`config.mk`:
```
export PLATFORM = sky130hd
export DESIGN_NAME = shift_pipe
export DESIGN_NICKNAME = d
export VERILOG_FILES = /design/src/rtl/shift_pipe_pkg.sv /design/src/rtl/shift_stage.sv /design/src/rtl/shift_pipe.sv
export SDC_FILE = /design/constraint.sdc
export NUM_CORES = 1
export LEC_CHECK = 0
export BUFFER_PORTS_ARGS = -buffer_cell sky130_fd_sc_hd__buf_2
export CORE_ASPECT_RATIO = 1.4
export CORE_UTILIZATION = 55
export CTS_CLUSTER_SIZE = 28
export DETAILED_ROUTE_END_ITERATION = 10
export PLACE_DENSITY = 0.91
export SLEW_MARGIN = 20
export SYNTH_ARGS = -nofsm -noshare
export SYNTH_HDL_FRONTEND = slang
export SYNTH_SLANG_ARGS = --single-unit
```
`constraint.sdc`:
```
create_clock -name clk -period 2 [get_ports clk]
set_input_delay 0.1 -clock clk [delete_from_list [all_inputs] [get_ports clk]]
set_output_delay 0.1 -clock clk [all_outputs]
set_load 0.01 [all_outputs]
```
`src/rtl/shift_pipe_pkg.sv`:
```
// Shared encodings for the shift_pipe delay line and its stage cells.
package shift_pipe_pkg;

  typedef enum logic [1:0] {
    MODE_HOLD  = 2'b00,
    MODE_FWD   = 2'b01,
    MODE_REV   = 2'b10,
    MODE_FLUSH = 2'b11
  } mode_e;

  // Per-stage next-value source.
  typedef enum logic [1:0] {
    SEL_HOLD  = 2'b00,
    SEL_LEFT  = 2'b01,
    SEL_RIGHT = 2'b10
  } stage_sel_e;

endpackage

```
`src/rtl/shift_stage.sv`:
```
// One {data, vld} register of the pipeline: hold / take left / take right,
// with a synchronous clear that overrides the source select.
module shift_stage
  import shift_pipe_pkg::*;
#(
  parameter int WIDTH = 8
) (
  input  logic             clk,
  input  logic             rst,
  input  stage_sel_e       sel_i,
  input  logic             clr_i,
  input  logic [WIDTH-1:0] left_data_i,
  input  logic             left_vld_i,
  input  logic [WIDTH-1:0] right_data_i,
  input  logic             right_vld_i,
  output logic [WIDTH-1:0] data_o,
  output logic             vld_o
);

  logic [WIDTH-1:0] data_q, data_d;
  logic             vld_q, vld_d;

  // Next-value mux; clear wins over any shift direction.
  always_comb begin
    data_d = data_q;
    vld_d  = vld_q;
    if (clr_i) begin
      data_d = '0;
      vld_d  = 1'b0;
    end else begin
      unique case (sel_i)
        SEL_LEFT: begin
          data_d = left_data_i;
          vld_d  = left_vld_i;
        end
        SEL_RIGHT: begin
          data_d = right_data_i;
          vld_d  = right_vld_i;
        end
        default: ;
      endcase
    end
  end

  // Stage register with async clear.
  always_ff @(posedge clk or posedge rst) begin
    if (rst) begin
      data_q <= '0;
      vld_q  <= 1'b0;
    end else begin
      data_q <= data_d;
      vld_q  <= vld_d;
    end
  end

  assign data_o = data_q;
  assign vld_o  = vld_q;

endmodule

```
`src/rtl/shift_pipe.sv`:
```
// Bidirectional DEPTH-stage delay line with valid tags, occupancy count and
// a combinational tap. d enters at stage 0 going forward, at the last stage
// going reverse.
module shift_pipe
  import shift_pipe_pkg::*;
#(
  parameter  int WIDTH = 8,
  parameter  int DEPTH = 4,
  localparam int SELW  = $clog2(DEPTH),
  localparam int OCCW  = $clog2(DEPTH + 1)
) (
  input  logic             clk,
  input  logic             rst,
  input  logic             en,
  input  logic [1:0]       mode,
  input  logic [WIDTH-1:0] d,
  input  logic             d_vld,
  input  logic [SELW-1:0]  tap_sel,
  output logic [WIDTH-1:0] q_fwd,
  output logic             q_fwd_vld,
  output logic [WIDTH-1:0] q_rev,
  output logic             q_rev_vld,
  output logic [WIDTH-1:0] q_tap,
  output logic             q_tap_vld,
  output logic [OCCW-1:0]  occ
);

  logic [WIDTH-1:0] data_q [DEPTH];
  logic [DEPTH-1:0] vld_q;
  stage_sel_e       sel;
  logic             clr;
  logic [OCCW-1:0]  occ_q, occ_d;

  // Decode mode into a common stage select; en low forces hold.
  always_comb begin
    sel = SEL_HOLD;
    clr = 1'b0;
    if (en) begin
      unique case (mode)
        MODE_FWD:   sel = SEL_LEFT;
        MODE_REV:   sel = SEL_RIGHT;
        MODE_FLUSH: clr = 1'b1;
        default: ;
      endcase
    end
  end

  for (genvar i = 0; i < DEPTH; i++) begin : g_stage
    logic [WIDTH-1:0] left_data, right_data;
    logic             left_vld, right_vld;

    if (i == 0) begin : g_left_in
      assign left_data = d;
      assign left_vld  = d_vld;
    end else begin : g_left_prev
      assign left_data = data_q[i-1];
      assign left_vld  = vld_q[i-1];
    end

    if (i == DEPTH - 1) begin : g_right_in
      assign right_data = d;
      assign right_vld  = d_vld;
    end else begin : g_right_next
      assign right_data = data_q[i+1];
      assign right_vld  = vld_q[i+1];
    end

    shift_stage #(.WIDTH(WIDTH)) u_stage (
      .clk          (clk),
      .rst          (rst),
      .sel_i        (sel),
      .clr_i        (clr),
      .left_data_i  (left_data),
      .left_vld_i   (left_vld),
      .right_data_i (right_data),
      .right_vld_i  (right_vld),
      .data_o       (data_q[i]),
      .vld_o        (vld_q[i])
    );
  end

  // Occupancy tracks popcount(vld): add the entering tag, drop the exiting one.
  // Intermediate wrap at occ=DEPTH cancels out in modular arithmetic.
  always_comb begin
    occ_d = occ_q;
    if (en) begin
      unique case (mode)
        MODE_FWD:   occ_d = occ_q + OCCW'(d_vld) - OCCW'(vld_q[DEPTH-1]);
        MODE_REV:   occ_d = occ_q + OCCW'(d_vld) - OCCW'(vld_q[0]);
        MODE_FLUSH: occ_d = '0;
        default: ;
      endcase
    end
  end

  // Occupancy register.
  always_ff @(posedge clk or posedge rst) begin
    if (rst) occ_q <= '0;
    else     occ_q <= occ_d;
  end

  // Tap mux; out-of-range selects (non-power-of-2 DEPTH) read as empty.
  always_comb begin
    q_tap     = '0;
    q_tap_vld = 1'b0;
    if (int'(tap_sel) < DEPTH) begin
      q_tap     = data_q[tap_sel];
      q_tap_vld = vld_q[tap_sel];
    end
  end

  assign q_fwd     = data_q[DEPTH-1];
  assign q_fwd_vld = vld_q[DEPTH-1];
  assign q_rev     = data_q[0];
  assign q_rev_vld = vld_q[0];
  assign occ       = occ_q;

endmodule

```
[After elaboration in Yosys (flattened, before gate mapping)]
Cells that the tools add are included.
Operators by class
  add/subtract/negate cells: 3
  $lt $le $gt $ge: 2
  equal/unequal tests: 5
  mux-type cells: 26
  bitwise gates (word level): 1
  reductions and logical operators: 3
Operator list (number)
  8-bit case mux with 2 select lines: 4
  8-bit two-way mux: 6
  8-bit binary-select mux with 2-bit select: 1
  3-bit case mux with 3 select lines: 1
  1-bit case mux with 2 select lines: 4
  1-bit two-way mux: 7
  2-bit equality test, second input constant: 3
  3-bit nonzero test: 2
  3-bit by 1-bit subtractor with 3-bit output: 2
  2-bit by 1-bit equality test with 1-bit output, second input constant: 2
  2-bit case mux with 2 select lines: 1
  3-bit by 1-bit adder with 3-bit output: 1
  3-bit greater-or-equal comparator, second input constant: 1
  2-bit by 3-bit less-than comparator with 1-bit output, second input constant: 1
  2-bit NOT with 3-bit output: 1
  1-bit binary-select mux with 2-bit select: 1
  2-bit two-way mux: 1
  2-bit AND reduction: 1
Word-level totals
  bits in registers: 39
  input bits: 16
  word-level logic and storage cells: 49

[Longest topological paths before layout]
Gate-level depths: netlist of run 1.
  depth in word-level cells: 6
  depth in mapped cells: 8
  gate-level depth less buffers: 7

[Cells and area by module]
A second synthesis of run 1 with hierarchy kept.
Second synthesis, totals
  cell total of the unflattened synthesis: 239
  area, all modules: 3045.4 um^2
By module, submodules not included
  shift_stage: times used 4, cells each 49, area each 639.4 um^2, sequential area each 225.2 um^2
  shift_pipe: times used 1, cells each 43, area each 488.0 um^2, sequential area each 75.1 um^2

[Worst setup path after synthesis of run 1]
OpenSTA, ideal clock, no wires.
  path type: in2reg
  start point: in mode[1]
  end point: reg occ_q[2] (netlist: occ[2])
  setup time: 0.137 ns
  data arrival time: 1.451 ns
  required time: 1.863 ns
  setup slack: 0.412 ns
  stages on the path: 8
  path buffers: 1
  path through: nor2b_1 > buf_2 > mux2_2 > ha_1 > ha_1 > xnor2_1 > o21ai_0 > a2bb2oi_1
On the way
  longest elaborated chain between the ends: 3
Ends and longest elaborated chain
  start: declaration: line shift_pipe.sv:15  | input logic [1:0] mode,
  2-bit equality test / 2-bit by 1-bit equality test with 1-bit output (equally long branches): line shift_pipe.sv:87  | unique case (mode)
  3-bit nonzero test (no source line)
  2-bit AND reduction (no source line)
  end signal: assignment: line shift_pipe.sv:98  | if (rst) occ_q <= '0;
  end signal: assignment: line shift_pipe.sv:99  | else occ_q <= occ_d;
  end: declaration: line shift_pipe.sv:32  | logic [OCCW-1:0] occ_q, occ_d;
Parallel ways exist; a longest one is shown, timed or not.
A chain may end at the register's enable or synchronous reset.

[Final worst setup path of run 1]
  start point: reg occ_q[0] (netlist: occ[0])
  end point: reg occ_q[1] (netlist: occ[1])
On the way
  longest elaborated chain between the ends: 3
Ends and longest elaborated chain (line)
  3-bit by 1-bit adder with 3-bit output (*): shift_pipe.sv:88, shift_pipe.sv:89
  3-bit by 1-bit subtractor with 3-bit output, on equally long branches: shift_pipe.sv:89, shift_pipe.sv:88
  3-bit case mux with 3 select lines (*): shift_pipe.sv:87
Mark *: on every way between the ends. The rest lies on a longest branch, timed or not.

==> results of run 1 <==
## layout by cell type, fill, tap and decap left out, types with 2 or more instances in the layout
cell,count
sky130_fd_sc_hd__buf_2,45
sky130_fd_sc_hd__nor2b_1,40
sky130_fd_sc_hd__dfrtp_1,39
sky130_fd_sc_hd__a22o_1,36
sky130_fd_sc_hd__a21oi_1,36
sky130_fd_sc_hd__o21ai_0,12
sky130_fd_sc_hd__o21ai_1,11
sky130_fd_sc_hd__mux4_2,9
sky130_fd_sc_hd__buf_4,8
sky130_fd_sc_hd__clkbuf_8,5
sky130_fd_sc_hd__inv_1,4
sky130_fd_sc_hd__ha_1,4
sky130_fd_sc_hd__nand2_1,3
sky130_fd_sc_hd__clkinv_2,3
sky130_fd_sc_hd__a31oi_1,2
## flip-flops by register name, summed over array words and instances, names as in the netlist
signal,flops
g_stage.u_stage.data_o,32
g_stage.u_stage.vld_o,4
occ,3
## tightest hold or removal path: cells and delay by family
family | cells | cell delay, ps
AO/OA/AOI/OAI | 2 | 120
buffers and inverters | 1 | 100
## how the worst max path moves through the flow
stage / from / end
2_1_floorplan: mode[1] / occ[2]
3_3_place_gp: mode[1] / occ[2]
3_5_place_dp: mode[1] / occ[1]
4_1_cts: occ[0] / occ[1]
5_1_grt: occ[0] / occ[2]
6_report: occ[0] / occ[1]
## power by group
part	total, uW	switching, uW	internal [uW]
registers	1050	134	913
logic	628	308	320
clock network	526	288	239
total	2200	730	1470
## cell type report
class / instances / area share, %
Clock buffer: 5 / 2.61
Clock inverter: 3 / 0.569
Inverter: 4 / 0.569
Multi-Input combinational cell: 160 / 45.3
Sequential cell: 39 / 37.0
Tap cell: 43 / 2.04
Timing Repair Buffer: 55 / 12.0
## metrics by stage
step / util (%) / worst slack, ps / hold slack, ps
finish: 66.7 / 372 / 61.0
global route: 66.7 / 282 / 70.4
CTS: 66.7 / 363 / 61.6
detailed placement: 64.4 / 324 / 241
global placement: 64.4 / 410 / 239
floorplan: - / 412 / 235
## routing by layer
metal,wire length [um],share of wire [%],vias to the layer above
li1,-,-,905
met2,2890,52,91
met4,85,1.5,0
met3,361,6.5,8
met5,0,0,-
met1,2210,40,979
## kinds of logic after synthesis
| family | Yosys count |
|---|---|
| XOR/XNOR | 1 |
| AND/OR/NAND/NOR | 47 |
| adder cells (fa/ha/maj) | 4 |
| flip-flops | 39 |
| buffers and inverters | 24 |
| AO/OA/AOI/OAI | 98 |
| multiplexers | 10 |
==> impl.org, run 1 <==
** Run status
- The flow ran to the end, and the final reports show no timing, DRC or antenna violations.

** Floorplanning
- From left edge to right edge, the die measures between 50 and 60 um.
- Standard-cell rows :: 27
- Die span in y :: 78.4 um
- For this configuration, the core starts out at a cell density of 58.0%.
- The core region is around 4000 sq um.
- Ports :: between 40 and 50
- DIE AREA :: 4430 sq um

** Global routing
- Pin count of the biggest net entering global routing :: 40
- Met3 usage in global routing :: under 10%
- Met1 Use GR :: between 30% and 40%
- Via count of the first global-routing pass :: roughly 1800
- Antenna violations before repair :: 0
- Fraction of met2 tracks used by global routing :: between 40 and 50%
- Global routing usage summed across all routing layers :: a little over a quarter
- Layer with the highest usage :: met2
- For this run the aggregate overflow at the end of global routing stands at 0.
- Global-route wire length before repair :: 8820 um

** Synth
- Proportion of synthesized chip area in sequential cells :: between 40% and 50%
- Summed instance area of the synthesized netlist :: 2290 sq um
- Number of nets produced by synthesis :: approximately 240
- Ranked by instance count, the synthesized netlist is headed by sky130_fd_sc_hd__nor2b_1 (40), sky130_fd_sc_hd__dfrtp_1 (39), sky130_fd_sc_hd__a21oi_1 (36), sky130_fd_sc_hd__a22o_1 (36), sky130_fd_sc_hd__o21ai_0 (13).
- Top FF cell, synth :: sky130_fd_sc_hd__dfrtp_1
- The synthesized netlist devotes 27.6% of its cell area to compound gates.
- Top-area cell type share of the netlist area :: a little over two fifths
- Largest family of logic cells by synthesized area :: compound AO/OA/AOI/OAI gates
- Yosys printed 0 warnings.
- The synthesized netlist devotes 2.18% of its cell area to adder and majority cells.
- The portion of synthesized area spent on multiplexers is about a tenth.
- The synthesized netlist devotes about an eighth of its cell area to simple gates.
- In this run, synthesis produced a sequential element count of 39.
- Summing the areas of all xor and xnor instances in the mapped netlist gives less than 1% of the synthesized area.
- After synthesis, the netlist uses 24 different library cells.
- Gate Count Post-Synth :: between 200 and 250
- Cell type with the highest aggregate area in the netlist :: sky130_fd_sc_hd__dfrtp_1
- Async SR Flop Fraction :: 100%
- Number of enable-type register cells in the synthesized netlist :: 0
- Most frequent cell after synthesis :: sky130_fd_sc_hd__nor2b_1
- By area the synthesized netlist is led by sky130_fd_sc_hd__dfrtp_1 (43%), sky130_fd_sc_hd__a22o_1 (14%), sky130_fd_sc_hd__nor2b_1 (11%), sky130_fd_sc_hd__mux4_2 (8.8%), sky130_fd_sc_hd__a21oi_1 (7.9%).
- Average cell area after synthesis :: between 10 and 15 sq um

** Final layout
- Area overhead of the layout relative to synthesis :: 15.1%
- Once layout is complete, the cells apart from fillers number just over 300.
- Final instance area :: about 2600 sq um
- Register area :: between 900 and 1000 sq um
- Ant diodes :: 0
- Summing all multi-input logic gate instances after layout gives approximately 1200 sq um.
- Fill cells :: between 300 and 400
- In the final design database the tool counted about 290 nets.
- The post-route netlist has a little over a quarter of its cells at a drive strength greater than 1.

** Setup path
- Critical path depth :: 7
- Along the worst path, the maximum fanout reaches 3.
- Counting both buffers and inverters, the worst setup path holds a total of 2.
- The worst register-to-register path begins at occ[0].
- The worst register-to-register path has a depth of 7.
- The critical path goes through ha_1 -> ha_1 -> inv_1 -> ha_1 -> inv_1 -> a31oi_1 -> o21ai_0.
- Data on the critical path is required at its endpoint by 2170 ps.
- STA classifies the critical path endpoint as a flop.
- Data arrives at the worst endpoint at between 1500 and 2000 ps.
- Element type at the critical path start :: flop
- CP max stage delay :: approximately 400 ps
- The largest individual stage delay along the critical path comes from the cell sky130_fd_sc_hd__dfrtp_1.
- Type of the worst setup path :: flop to flop
- In this design, the critical path's most frequently occurring cell is sky130_fd_sc_hd__ha_1.
- In this run the critical register-to-register path is captured at occ[1].
- Across all register-to-register paths, the minimum setup slack is approximately 370 ps.
- Cell class contributing the biggest share of worst-path delay :: adder cells

** Clocking
- CTS Buf Count :: 5
- # Post-CTS Setup Buffers :: 0
- CTS tree :: yes
- CTS built an H-tree with a depth of 2.
- Clock edge transition at the registers on the reported setup and hold paths :: approximately 70 ps
- The longest clock path from root to sink contains 2 buffers.
- In this run the clock root is driven by a sky130_fd_sc_hd__clkbuf_8.
- After clock tree synthesis, the flow added hold-fix buffers numbering 1.
- The later pin in the worst-skew pair is clocked with a latency of roughly 300 ps.
- The number of gates resized after CTS was 0.
- CTS sink cnt :: 39

** Routing
- First drt pass iteration count :: 4
- The detail route stage leaves a number of antenna-violating nets equal to 0.
- Count of vias placed by the detailed router :: between 1500 and 2000
- After detailed routing, the average wire length per cell comes to around 18 um.
- The first routing iteration left between 70 and 80 violations.
- Post-detailed-route DRC marker count :: 0
- Total wire length after detailed routing :: approximately 5600 um
- After detailed routing, the number of vias per cell comes to between 6 and 7.

** Timing
- Final hold viol count :: 0
- Setup violations remaining at the end of the flow were counted as 0.
- TNS Setup :: 0 ps
- Dividing the final minimum period by the clock period gives approximately four fifths.
- Transition time of the tightest slew-check pin :: about 490 ps
- Headroom to the max-slew limit came out at around 67%.
- Setup repair after global routing left no endpoint under its margin.
- Peak clock frequency supported by timing :: just over 600 MHz
- For the final database, setup skew stands at slightly above 4 ps.
- The final count of pins violating max slew is 0.
- Fin crit period :: 1630 ps

** Power
- Power per standard cell area :: approximately 830 nW/um^2
- VDD IR-drop max :: roughly 700 uV
- Total design power :: 2200 uW
- Leakage power :: 0.00126 uW

** Placed design
- The congestion estimate from routability-driven global placement came to just under 0.8.
- Input/output buffers :: 45
- Post-detailed-placement cell area :: around 2500 sq um
- Detailed-placement wirelength estimate :: roughly 3600 um
- The number of placed instances, taps included, is 300.

** Flow run
- Max-cap violations in this run came to 0.

** Min path
- In this run the most critical hold path is launched from d[5].
- Hold Crit Depth :: 3
- The tightest min-delay check is of the primary input to flop type.
- The path with the worst hold slack has its endpoint at g_stage[0].u_stage.data_o[5].
No activity file was read; power rests on OpenSTA's default activity.
==> run 2, diff against run 1 <==
- CORE_UTILIZATION: 55 -> 49
- PLACE_DENSITY: 0.91 -> 0.86
- clock period: 2 -> 1.4 ns (I/O delays scaled with it)
==> run 2 against run 1 <==
Net effect: global-route usage fell by 0.66 points; core utilization rose by 0.51 points; the flow now finishes with violations (setup timing); clock power rose by 86%; design area rose by 15%; largest power group unchanged.
==> impl.org, run 2 (synthesized netlist as in run 1, its figures left out) <==
** Routing
- The total wire length came to 6260 um (+13%).
- Post-detailed-route DRC marker count :: 0 (unchanged)
- The via density per instance came to 6.01 (-6.3%).
- The routed length per placed instance came to 17.4 um (-3.1%).
- Count of vias placed by the detailed router :: 2165 (+9.2%)
- Final antenna-violating net count :: 0 (unchanged)
- The number of design-rule violations left by the first detailed-router iteration came to 140 (+94%).
- First drt pass iteration count :: 4 (unchanged)

** Clocking
- CTS tree :: yes
- CTS Buf Count :: 5 (unchanged)
- The H-tree depth reported by CTS is 2 (unchanged).
- The clock latency on the worst-skew pair came to 300 ps (about the same).
- The clock edge transition at the registers on the reported setup and hold paths came to 80 ps (about the same).
- CTS sink cnt :: 39 (unchanged)
- Root cell of the clock tree :: sky130_fd_sc_hd__clkbuf_8
- Maximum buffer depth of the clock tree :: 2 (unchanged)

** Final layout
- Fill cells :: 345 (+8.8%)
- Final instance area :: 3030 sq um (+15%)
- Number of flip-flops under the largest register name :: 32 (unchanged)
- The number of antenna diodes was 0 (unchanged).
- Proportion of layout cells with a drive suffix above 1 :: 38.3% (+11 points)
- Final #Nets :: 317 (+11%)
- The top cell types in the final layout, fill and taps aside, are sky130_fd_sc_hd__nor2b_1 (40), sky130_fd_sc_hd__buf_2 (39), sky130_fd_sc_hd__buf_4 (39).
- Area overhead of the layout relative to synthesis :: 32.1%
- Most common cell after layout, fill and taps aside :: sky130_fd_sc_hd__nor2b_1
- Core occupancy in the finished layout :: 67.2% (+0.51 points)

** Min path
- The path with the worst hold slack has its endpoint at g_stage[0].u_stage.data_o[6].
- The instance count along the most critical hold path came to 3 (unchanged).
- Hold crit path type :: primary input to flop
- Start point of the worst hold path :: d[6]

** Floorplanning
- The starting density of the core came to 50.9% (-7.0 points).
- The core area came to 4500 sq um (+14%).
- The overall die area is 4960 sq um (+12%).
- Chip Width :: 59.8 um (+5.7%)
- The number of rows in the core area is 29 (+7.4%).
- The number of I/O pins is 46 (unchanged).
- The die boundary height was 82.9 um (+5.8%).

** Setup path
- The critical path goes through ha_4 -> inv_2 -> ha_4 -> ha_4 -> inv_2 -> a31oi_1 -> o21ai_1.
- Endpoint arrival time on the critical path :: 1690 ps (-110 ps)
- Worst r2r path cells :: 7 (unchanged)
- The worst register-to-register path begins at occ[0].
- In this run the critical register-to-register path is captured at occ[1].
- Cell type of the slowest stage on the worst timing path :: sky130_fd_sc_hd__dfrtp_2
- The critical path is of the flop to flop type.
- CP Data Required Time :: 1580 ps (-590 ps)
- Element type at the critical path start :: flop
- Element type at the critical path end :: flop
- CP max stage delay :: 430 ps (+30 ps)
- The largest fanout on the critical path is 2 (-1).
- Setup slack of the worst register-to-register path :: -110 ps (-480 ps)
- Cell seen most often among critical-path stages :: sky130_fd_sc_hd__ha_4

** Global routing
- The number of antenna violations at the first check in global routing was 0 (unchanged).
- The total overflow reported by the global router is 0 (unchanged).
- Pin count of the biggest net entering global routing :: 40 (unchanged)
- Global-route wire length before repair :: 9700 um (+10%)
- The overall global routing resource usage came to 25.6% (-0.66 points).
- The via count of the first global-routing pass came to 2041 (+12%).

** Timing
- The slew at the pin closest to its max-slew limit is 689 ps (+199 ps).
- Final hold viol count :: 0 (unchanged)
- Tightest hold margin :: 36.0 ps (-25.0 ps)
- The clock skew is 10.5 ps (+6.43 ps).
- Final worst path period share :: 108% (+26 points)
- Setup violations, final :: 5 (+5)
- The final worst-path setup slack was -107 ps (-479 ps).
- The post-route minimum period is 1510 ps (-121 ps).
- Setup repair after global routing could not meet its margin everywhere.
- Max-slew headroom :: 54.1% (-13 points)
- The maximum clock frequency is 664 MHz (+8.1%).
- The final count of pins violating max slew came to 0 (unchanged).

** Placed design
- Gpl congestion :: 0.846 (+7.4%)
- Detailed-placement wirelength estimate :: 3630 um (+1.1%)
- Post-detailed-placement cell area :: 2650 sq um (+4.1%)
- The count of input and output buffers came to 45 (unchanged).

** Run status
- The checks that failed: setup timing.
- Outcome :: complete, but fails checks

** Power
- The power density over the cells came to 1230 nW/um^2 (+47%).
- The leakage power came to 0.00143 uW (+14%).
- VDD IR-drop max :: 536 uV (-23%)

** Flow run
- MaxCap Viol Count :: 0 (unchanged)
-- run 2: cell types whose count changed in the layout (fill, tap and decap cells not counted), moves of 3 or more --
cell / change
sky130_fd_sc_hd__buf_2: -6
sky130_fd_sc_hd__ha_4: +4
sky130_fd_sc_hd__ha_1: -4
sky130_fd_sc_hd__buf_4: +31
sky130_fd_sc_hd__inv_2: +3
sky130_fd_sc_hd__inv_1: -3
sky130_fd_sc_hd__buf_6: +8
-- run 2: report_power, final --
group          switching (uW)  internal (uW)  total, uW
combinational             593            698       1290
clock                     445            531        977
sequential                145           1300       1450
total                    1180           2530       3720
-- run 2: worst max-delay path, delay by kind of cell, from the launching register on --
family | cells | cell delay (ps)
fa+ha+maj | 3 | 680
flops | 1 | 430
compound gates | 2 | 230
buf+inv | 2 | 70
-- run 2: worst max path at each step --
stage                                   end  cells past startpoint  slack [ps]                      from
2_1_floorplan                        occ[2]                      6         -90  g_stage[3].u_stage.vld_o
5_1_grt                              occ[1]                      7        -150                    occ[0]
4_1_cts                              occ[2]                      7        -100                    occ[0]
3_3_place_gp   g_stage[0].u_stage.data_o[0]                      5        -100                   mode[0]
3_5_place_dp                         occ[2]                      8        -120                   mode[0]
6_report                             occ[1]                      7        -110                    occ[0]
-- run 2: layout make-up --
| cell class | instances | area [sq um] | area share, % |
|---|---|---|---|
| Multi-Input combinational cell | 160 | 1250 | 41.5 |
| Sequential cell | 39 | 977 | 32.3 |
| Timing Repair Buffer | 87 | 588 | 19.4 |
| Tap cell | 62 | 77.6 | 2.56 |
| Clock buffer | 5 | 68.8 | 2.27 |
| Clock inverter | 3 | 43.8 | 1.45 |
| Inverter | 4 | 15.0 | 0.496 |
-- run 2: timing repair --
item                                    4_1_cts  5_1_grt
hold buffers                                  1        0
endpoints found under the setup margin       10       11
gates cloned                                  0        0
endpoints found under the hold margin        39        0
buffers inserted                             16       12
pin swaps                                     5        0
resized for setup                             4        5
-- run 2: layer usage --
metal | share of wire (%) | vias to the layer above | GRT usage, %
li1 | - | 970 | -
met1 | 40 | 1071 | 36.2
met2 | 51 | 109 | 38.4
met3 | 6.3 | 15 | 4.21
met4 | 2.9 | 0 | 11.2
met5 | 0 | - | 0
-- run 2: metrics by stage --
stage          power (uW)  setup TNS, ps  instances  setup WS (ps)
3_3_place_gp         2480          -2010        323          -97.2
4_1_cts              3600           -303        348           -104
6_report             3720           -325        360           -107
2_1_floorplan        2180           -154        223          -91.2
5_1_grt              3890           -625        360           -147
3_5_place_dp         2520          -2140        323           -122
